[src/rtl/dmem_pkg.sv]
// Shared types and widths for the data-memory initiator.
// Imported by the interface, the watchdog and the master FSM.
package dmem_pkg;

    localparam int DADDR_W = 15;
    localparam int DWORD_W = 48;
    localparam int WDOG_W  = 8;

    typedef logic [DADDR_W-1:0] daddr_t;
    typedef logic [DWORD_W-1:0] dword_t;

    typedef enum logic [1:0] {
        IDLE,
        ISSUE,
        WAIT,
        ZERO
    } state_t;

    // Effective address: base plus index, carry out of bit 14 dropped.
    function automatic daddr_t eff_addr(input daddr_t base, input daddr_t index);
        return base + index;
    endfunction

endpackage

[src/rtl/dmem_master_if.sv]
// CPU request/response and memory strobe bundle of the data-memory port.
// master = the initiator block, slave = whoever sits on the other side.
interface dmem_master_if;
    import dmem_pkg::*;

    logic   i_req;
    logic   i_we;
    daddr_t i_base;
    daddr_t i_index;
    dword_t i_wdata;
    logic   o_ready;
    logic   o_valid;
    dword_t o_rdata;
    logic   o_error;

    daddr_t o_addr;
    logic   o_read;
    logic   o_write;
    dword_t o_data;
    dword_t i_data;
    logic   i_done;

    modport master (
        input  i_req, i_we, i_base, i_index, i_wdata,
        output o_ready, o_valid, o_rdata, o_error,
        output o_addr, o_read, o_write, o_data,
        input  i_data, i_done
    );

    modport slave (
        output i_req, i_we, i_base, i_index, i_wdata,
        input  o_ready, o_valid, o_rdata, o_error,
        input  o_addr, o_read, o_write, o_data,
        output i_data, i_done
    );

endinterface

[src/rtl/dmem_watchdog.sv]
// Counts WAIT cycles without a memory completion.
// Expired flags the enabled cycle that brings the count to TIMEOUT.
module dmem_watchdog
    import dmem_pkg::*;
#(
    parameter int unsigned TIMEOUT = 15
) (
    input  logic clk,
    input  logic reset,
    input  logic i_clear,
    input  logic i_en,
    output logic o_expired
);

    logic [WDOG_W-1:0] r_count;
    logic [WDOG_W-1:0] w_next;
    logic [WDOG_W-1:0] w_limit;

    assign w_next    = r_count + 1'b1;
    assign w_limit   = WDOG_W'(TIMEOUT);
    assign o_expired = i_en && (w_next == w_limit);

    // Counter: cleared on a fresh strobe, advanced while still waiting.
    always_ff @(posedge clk or posedge reset) begin
        if (reset) begin
            r_count <= '0;
        end else if (i_clear) begin
            r_count <= '0;
        end else if (i_en) begin
            r_count <= w_next;
        end
    end

endmodule

[src/rtl/dmem_master.sv]
// Initiator side of the data-memory port: one load/store at a time,
// one-cycle strobes, word-0 shortcut and a watchdog on lost completions.
module dmem_master
    import dmem_pkg::*;
#(
    parameter int unsigned TIMEOUT    = 15,
    parameter bit          ZERO_WORD0 = 1'b1
) (
    input  logic          clk,
    input  logic          reset,
    dmem_master_if.master bus
);

    state_t r_state;
    logic   r_ready;
    logic   r_valid;
    logic   r_error;
    logic   r_read;
    logic   r_write;
    logic   r_we;
    daddr_t r_addr;
    dword_t r_data;
    dword_t r_rdata;

    daddr_t w_ea;
    logic   w_ea_zero;
    logic   w_wd_clear;
    logic   w_wd_en;
    logic   w_expired;

    assign w_ea       = eff_addr(bus.i_base, bus.i_index);
    assign w_ea_zero  = ZERO_WORD0 && (w_ea == '0);
    assign w_wd_clear = (r_state == ISSUE);
    assign w_wd_en    = (r_state == WAIT) && !bus.i_done;

    dmem_watchdog #(
        .TIMEOUT   (TIMEOUT)
    ) u_wdog (
        .clk       (clk),
        .reset     (reset),
        .i_clear   (w_wd_clear),
        .i_en      (w_wd_en),
        .o_expired (w_expired)
    );

    // Access sequencer; every output is a register so strobes are glitch-free.
    always_ff @(posedge clk or posedge reset) begin
        if (reset) begin
            r_state <= IDLE;
            r_ready <= 1'b1;
            r_valid <= 1'b0;
            r_error <= 1'b0;
            r_read  <= 1'b0;
            r_write <= 1'b0;
            r_we    <= 1'b0;
            r_addr  <= '0;
            r_data  <= '0;
            r_rdata <= '0;
        end else begin
            r_valid <= 1'b0;
            r_error <= 1'b0;
            r_read  <= 1'b0;
            r_write <= 1'b0;
            unique case (r_state)
                IDLE: begin
                    if (bus.i_req) begin
                        r_addr  <= w_ea;
                        r_data  <= bus.i_wdata;
                        r_we    <= bus.i_we;
                        r_ready <= 1'b0;
                        if (w_ea_zero) begin
                            r_state <= ZERO;
                        end else begin
                            r_state <= ISSUE;
                            r_read  <= !bus.i_we;
                            r_write <= bus.i_we;
                        end
                    end
                end
                ISSUE: begin
                    r_state <= WAIT;
                end
                WAIT: begin
                    if (bus.i_done) begin
                        r_valid <= 1'b1;
                        r_ready <= 1'b1;
                        r_state <= IDLE;
                        if (!r_we) begin
                            r_rdata <= bus.i_data;
                        end
                    end else if (w_expired) begin
                        r_valid <= 1'b1;
                        r_error <= 1'b1;
                        r_ready <= 1'b1;
                        r_state <= IDLE;
                    end
                end
                ZERO: begin
                    r_valid <= 1'b1;
                    r_ready <= 1'b1;
                    r_state <= IDLE;
                    if (!r_we) begin
                        r_rdata <= '0;
                    end
                end
                default: begin
                    r_state <= IDLE;
                    r_ready <= 1'b1;
                end
            endcase
        end
    end

    assign bus.o_ready = r_ready;
    assign bus.o_valid = r_valid;
    assign bus.o_error = r_error;
    assign bus.o_rdata = r_rdata;
    assign bus.o_addr  = r_addr;
    assign bus.o_read  = r_read;
    assign bus.o_write = r_write;
    assign bus.o_data  = r_data;

endmodule

[src/flat_wrapper.sv]
// flat-port wrapper written by rule: the top's interface ports become plain ports
module dmem_master_flat import dmem_pkg::*;
#(
    parameter int unsigned TIMEOUT    = 15,
    parameter bit          ZERO_WORD0 = 1'b1
)
  (clk, reset, bus_i_req, bus_i_we, bus_i_base, bus_i_index, bus_i_wdata, bus_o_ready, bus_o_valid, bus_o_rdata, bus_o_error, bus_o_addr, bus_o_read, bus_o_write, bus_o_data, bus_i_data, bus_i_done);
  dmem_master_if bus_i ();
  input  logic clk;
  input  logic reset;
  input wire logic [$bits(bus_i.i_req)-1:0] bus_i_req;
  input wire logic [$bits(bus_i.i_we)-1:0] bus_i_we;
  input wire logic [$bits(bus_i.i_base)-1:0] bus_i_base;
  input wire logic [$bits(bus_i.i_index)-1:0] bus_i_index;
  input wire logic [$bits(bus_i.i_wdata)-1:0] bus_i_wdata;
  output wire logic [$bits(bus_i.o_ready)-1:0] bus_o_ready;
  output wire logic [$bits(bus_i.o_valid)-1:0] bus_o_valid;
  output wire logic [$bits(bus_i.o_rdata)-1:0] bus_o_rdata;
  output wire logic [$bits(bus_i.o_error)-1:0] bus_o_error;
  output wire logic [$bits(bus_i.o_addr)-1:0] bus_o_addr;
  output wire logic [$bits(bus_i.o_read)-1:0] bus_o_read;
  output wire logic [$bits(bus_i.o_write)-1:0] bus_o_write;
  output wire logic [$bits(bus_i.o_data)-1:0] bus_o_data;
  input wire logic [$bits(bus_i.i_data)-1:0] bus_i_data;
  input wire logic [$bits(bus_i.i_done)-1:0] bus_i_done;
  assign bus_i.i_req = bus_i_req;
  assign bus_i.i_we = bus_i_we;
  assign bus_i.i_base = bus_i_base;
  assign bus_i.i_index = bus_i_index;
  assign bus_i.i_wdata = bus_i_wdata;
  assign bus_o_ready = bus_i.o_ready;
  assign bus_o_valid = bus_i.o_valid;
  assign bus_o_rdata = bus_i.o_rdata;
  assign bus_o_error = bus_i.o_error;
  assign bus_o_addr = bus_i.o_addr;
  assign bus_o_read = bus_i.o_read;
  assign bus_o_write = bus_i.o_write;
  assign bus_o_data = bus_i.o_data;
  assign bus_i.i_data = bus_i_data;
  assign bus_i.i_done = bus_i_done;
  dmem_master #(.TIMEOUT(TIMEOUT), .ZERO_WORD0(ZERO_WORD0)) u_core (.clk(clk), .reset(reset), .bus(bus_i));
endmodule
[config.mk]
export PLATFORM = sky130hd
export DESIGN_NAME = dmem_master_flat
export DESIGN_NICKNAME = d
export VERILOG_FILES = /design/src/rtl/dmem_pkg.sv /design/src/rtl/dmem_master_if.sv /design/src/rtl/dmem_watchdog.sv /design/src/rtl/dmem_master.sv /design/src/flat_wrapper.sv
export SDC_FILE = /design/constraint.sdc
export NUM_CORES = 1
export LEC_CHECK = 0
export BUFFER_PORTS_ARGS = -buffer_cell sky130_fd_sc_hd__buf_2
export CAP_MARGIN = 20
export CORE_AREA = 10 10 148 150
export DETAILED_ROUTE_END_ITERATION = 6
export DIE_AREA = 0 0 158 160
export PLACE_DENSITY = 0.65
export RECOVER_POWER = 25
export SYNTH_ARGS = -nofsm -noshare
export SYNTH_HDL_FRONTEND = slang
export SYNTH_SLANG_ARGS = --single-unit
export TNS_END_PERCENT = 20
[constraint.sdc]
create_clock -name clk -period 4.8 [get_ports clk]
set_input_delay 0.24 -clock clk [delete_from_list [all_inputs] [get_ports clk]]
set_output_delay 0.24 -clock clk [all_outputs]
set_load 0.005 [all_outputs]
==> Word level (Yosys, flattened, before mapping) <==
Cells that the tools add are included.
{ "totals": {"register_bits": 127, "in_bits": 131, "out_inout_bits": 116} }
{ "op_classes": {"n_addsub": 2, "eq_ne": 9, "mux": 26, "n_reduce_logical": 13} }
{ "op_table": {"columns": ["operator", "n"], "rows": [
  ["$mux W48", 3],
  ["$pmux W48 S2", 1],
  ["$mux W8", 2],
  ["$add A15 B15 Y15", 1],
  ["$logic_not A15 Y1", 1],
  ["$mux W1", 13],
  ["$add A8 B1 Y8 const B", 1],
  ["$eq A8 B4 Y1 const B", 1],
  ["$mux W2", 4],
  ["$ne A2 B2 Y1 const B", 4],
  ["$pmux W2 S4", 1],
  ["$eq A2 B2 Y1 const B", 2],
  ["$reduce_and A2 Y1", 2],
  ["$reduce_and A4 Y1", 1],
  ["$reduce_bool A2 Y1", 2],
  ["$ne A3 B3 Y1 const B", 1],
  ["$pmux W1 S3", 1],
  ["$reduce_and A3 Y1", 1],
  ["$reduce_bool A3 Y1", 1],
  ["$eq A2 B1 Y1 const B", 1],
  ["$logic_and A1 B1 Y1", 2],
  ["$logic_not A1 Y1", 2],
  ["$logic_not A2 Y1", 1],
  ["$pmux W1 S2", 1]
]} }

==> Logic depth before layout (Yosys ltp) <==
{ "depth": {"ltp_word": 6, "depth_mapped": 9} }

==> By module <==
From an unflattened synthesis, not the netlist that was laid out.
{ "unflattened": {"cells_unflattened": 644, "hier_area_um2": 5785.5} }
{ "modules_own_cells": {"columns": ["mod", "instances", "cells_per_inst", "area_per_inst_um2", "seq_area_each_um2"], "rows": [
  ["dmem_master", 1, 595, 5313.8, 2979.1],
  ["dmem_watchdog", 1, 49, 471.7, 200.2]
]} }

==> Worst setup path before layout <==
No wires, ideal clock.
{ "synth_path": {"kind": "input to register", "start": "in bus_i_index[0]", "end": "reg u_core.r_read, in the netlist u_core.bus.o_read", "t_arrival_ns": 2.198, "required_ns": 4.668, "path_slack_ns": 2.470, "stages": 9, "n_path_buf": 0, "path_cell_list": "ha_1 fa_1 a211oi_4 o21ai_1 a211oi_1 o211ai_1 and4bb_1 nand4_1 nor3b_2"} }
{ "synth_between": {"elab_chain_cells": 5} }
{ "synth_lines": {"columns": ["item", "line", "rtl"], "rows": [
  ["start: declaration", "flat_wrapper.sv:14", "input wire logic [$bits(bus_i.i_index)-1:0] bus_i_index;"],
  ["$add A15 B15 Y15", "dmem_pkg.sv:21", "return base + index;"],
  ["$logic_not A15 Y1", "dmem_master.sv:32", "assign w_ea_zero = ZERO_WORD0 && (w_ea == '0);"],
  ["$mux W1", "dmem_master.sv:71", "if (w_ea_zero) begin"],
  ["$mux W1", "dmem_master.sv:66", "if (bus.i_req) begin"],
  ["$mux W1", "dmem_master.sv:64", "unique case (r_state)"],
  ["end signal: assignment", "dmem_master.sv:75", "r_read <= !bus.i_we;"],
  ["end: declaration", "dmem_master.sv:18", "logic r_read;"]
]} }
No other way between the ends.
A chain may end at the register's enable or synchronous reset.

==> Final worst setup path <==
Same ends and word-level chain as after synthesis.

==> impl_metrics.toml <==
[placed_design]
numPortBuffers = 246
finalWeightedCongestion = 0.822
dp.cells = 1112
place_hpwl_um = 13100

[route]
drtIter0Drc = 277
wl_um = 18400
dr.pass1.iters = 5
drc_errors = 0
num_vias = 5416
vias_per_cell = 4.64
final_antenna_net_count = 0
wl_per_cell_um = 15.7

[clock_tree]
clkTransAtPathRegs_ns = 0.06
cts_buffers = 17
cts_tree = "yes"
cts-root-buf = "clkbuf_16"
htree_levels = 4
clk_path_buf_depth = 2
cts_resized = 0
clock_latency_ns = 0.41
clock_sinks = 127

[power]
power_per_cell_area_nw_per_um2 = 578
ir_worst_vdd_uv = 222
p_leak_nw = 4.39

[setup_path]
reg2reg_depth = 5
cp.arrival_ns = 2.58
timing.critical_path.buf_inv = 1
cp_slowest_stage_delay_ns = 0.45
worstSetupStartpointType = "input port"
slowest_stage = "fa_1"
critical_path_depth = 10
cp_max_fo = 6
worstSetupEndpointType = "register"
regToRegEndpoint = "u_core.bus.o_write"
reg2reg_from = "u_core.r_state[1]"
rrSetupSlack_ns = 2.79
crit_end = "u_core.bus.o_read"
path_class = "input port to register"
required_ns = 5.06
crit_chain = "buf_2 > ha_1 > fa_1 > a211oi_4 > o21ai_1 > a211oi_1 > o211ai_1 > and4bb_1 > nand4_1 > nor3b_2"
cp_top_family = "compound AO/OA/AOI/OAI gates"
cp-startpoint = "bus_i_index[0]"

[global_routing]
grt_pass1_wl_um = 28800
grtUsageTotal_pct = 14.1
grt_max_degree = 81
grt_pass1_vias = 5443
overflow = 0
antenna_found_initial = 0

[logic_synthesis]
ys_types = 54
async_flop_share_pct = 100
ys_seq_area_share_pct = 55.0
yosys.area_share.simple_pct = 28.6
synth_xor_area_share_pct = 1.36
synth_edf_count = 0
syn_inst = 658
yosys.area_share.adder_pct = 3.81
ys.flop_type = "dfrtp_1"
syn_avg_cell_area_um2 = 8.78
synth_top_family_by_area = "simple AND/OR/NAND/NOR gates"
yosys-mux-area-fraction_pct = 0.173
ys_ff_latch = 127
synth_nets = 806
syn_area_um2 = 5780
yosysWarnings = 0
synth-compound-area-share_pct = 8.44

[run]
maxCapViolations = 0

[cells_and_area]
drive_above_1_share_pct = 31.4
stdcell_count = 1168
areaGrowthSynthToFinish_pct = 40.0
n_antenna_cell = 0
fin_nets = 1065

[floorplanning]
dieWidth_um = 158
core-area_um2 = 19100
dieArea_um2 = 25300
start_util_pct = 30.3
pin_count = 247
rows = 51
die_h_um = 160

[sta]
relSlewSlack_pct = 32.1
tightest_slew_ns = 1.02
fin_hold_ws_ns = 0.0213
period_share_pct = 48.3
period_needed_ns = 2.32
max_freq_ghz = 0.431
drv_slew = 0
setup_viol_count_final = 0
finalSetupTns_ns = 0
skew_ns = 0.00866
hold_viol = 0
rsz0062_at_grt = "no"

[status]
outcome = "finished clean"

[min_path]
hold_class = "input port to register"
where the power goes:
group / internal, mW / switching (mW)
Combinational: 0.634 / 0.907
Sequential: 1.54 / 0.246
Clock: 0.841 / 0.510
Total: 3.01 / 1.66
layer usage:
| metal | global-route usage, % | vias up | part of all wire (%) |
|---|---|---|---|
| li1 | - | 2703 | - |
| met3 | 4.81 | 20 | 8.2 |
| met4 | 4.59 | 0 | 1.5 |
| met5 | 0 | - | 0 |
| met1 | 17.1 | 2501 | 43 |
| met2 | 22.9 | 192 | 47 |
kinds of logic after synthesis:
logic type      count (synthesis)
flops                         127
compound gates                 75
simple gates                  390
mux                             1
fa+ha+maj                      17
buf+inv                        39
xor+xnor                        9
cell type report:
cell class	instances	area, um^2
clock buffer	18	439
clock inverter	14	179
fill	1882	11000
inverter	6	23.8
multi-input combinational	492	2460
sequential	127	3180
tap	238	298
timing repair buffer	273	1510
synth_stat cells, drive strengths merged (4+ instances only):
cell type / number / area [um^2]
clkbuf: 30 / 114
nand2: 283 / 1060
xor2: 6 / 52.6
dfrtp: 126 / 3150
o211ai: 5 / 37.5
inv: 6 / 22.5
o31ai: 6 / 45.0
and3: 4 / 25.0
ha: 16 / 200
nor4: 4 / 31.3
a21oi: 16 / 80.1
nor2: 18 / 67.6
a211oi: 5 / 60.1
nand3: 57 / 285
o21ai: 29 / 149
worst min-delay path: stages:
cell	delay [ns]
buf_2	0.07
nand2_1	0.04
nand2_1	0.04
sequential cells by signal, summed over array words and instances (netlist names), 2 cells and up:
register,cells
u_core.u_wdog.r_count,8
u_core.bus.o_data,48
u_core.bus.o_addr,15
u_core.bus.o_rdata,48
u_core.r_state,2
through the flow:
stage               util (%)  worst slack [ns]  area [um^2]  power [mW]
finish                  42.4              2.48         8090        4.68
global route            42.4              2.36         8090        5.06
CTS                     42.1              2.50         8040        4.76
detailed placement      37.8              2.06         7210        3.36
global placement        37.8              2.13         7210        3.32
floorplan                  -              1.18         5780        2.57
how the worst min path moves through the flow:
stage	cells after the start	slack, ns	start	to
floorplan	1	0.30	bus_i_we	u_core.bus.o_read
CTS	3	0.0009	bus_i_wdata[21]	u_core.bus.o_data[21]
detailed placement	2	0.43	bus_i_we	u_core.bus.o_read
finish	3	0.02	bus_i_wdata[38]	u_core.bus.o_data[38]
global route	3	0.0002	bus_i_wdata[43]	u_core.bus.o_data[43]
global placement	2	0.42	bus_i_we	u_core.bus.o_read
placed cells by master, fill, tap and decap left out, drive strengths merged, types with 6 or more instances in the layout:
cell type / instances
ha: 16
clkinv: 6
o21ai: 29
dlygate4sd3: 22
dfrtp: 126
nand2: 283
a21oi: 16
nor2: 18
o31ai: 6
xor2: 6
clkbuf: 25
buf: 244
inv: 10
nand3: 57
repair_timing:
item	in CTS	in global routing
hold buffers	21	1
setup buffers	0	0
hold endpoints to repair	21	9
Power figures use the tool's default switching activity.
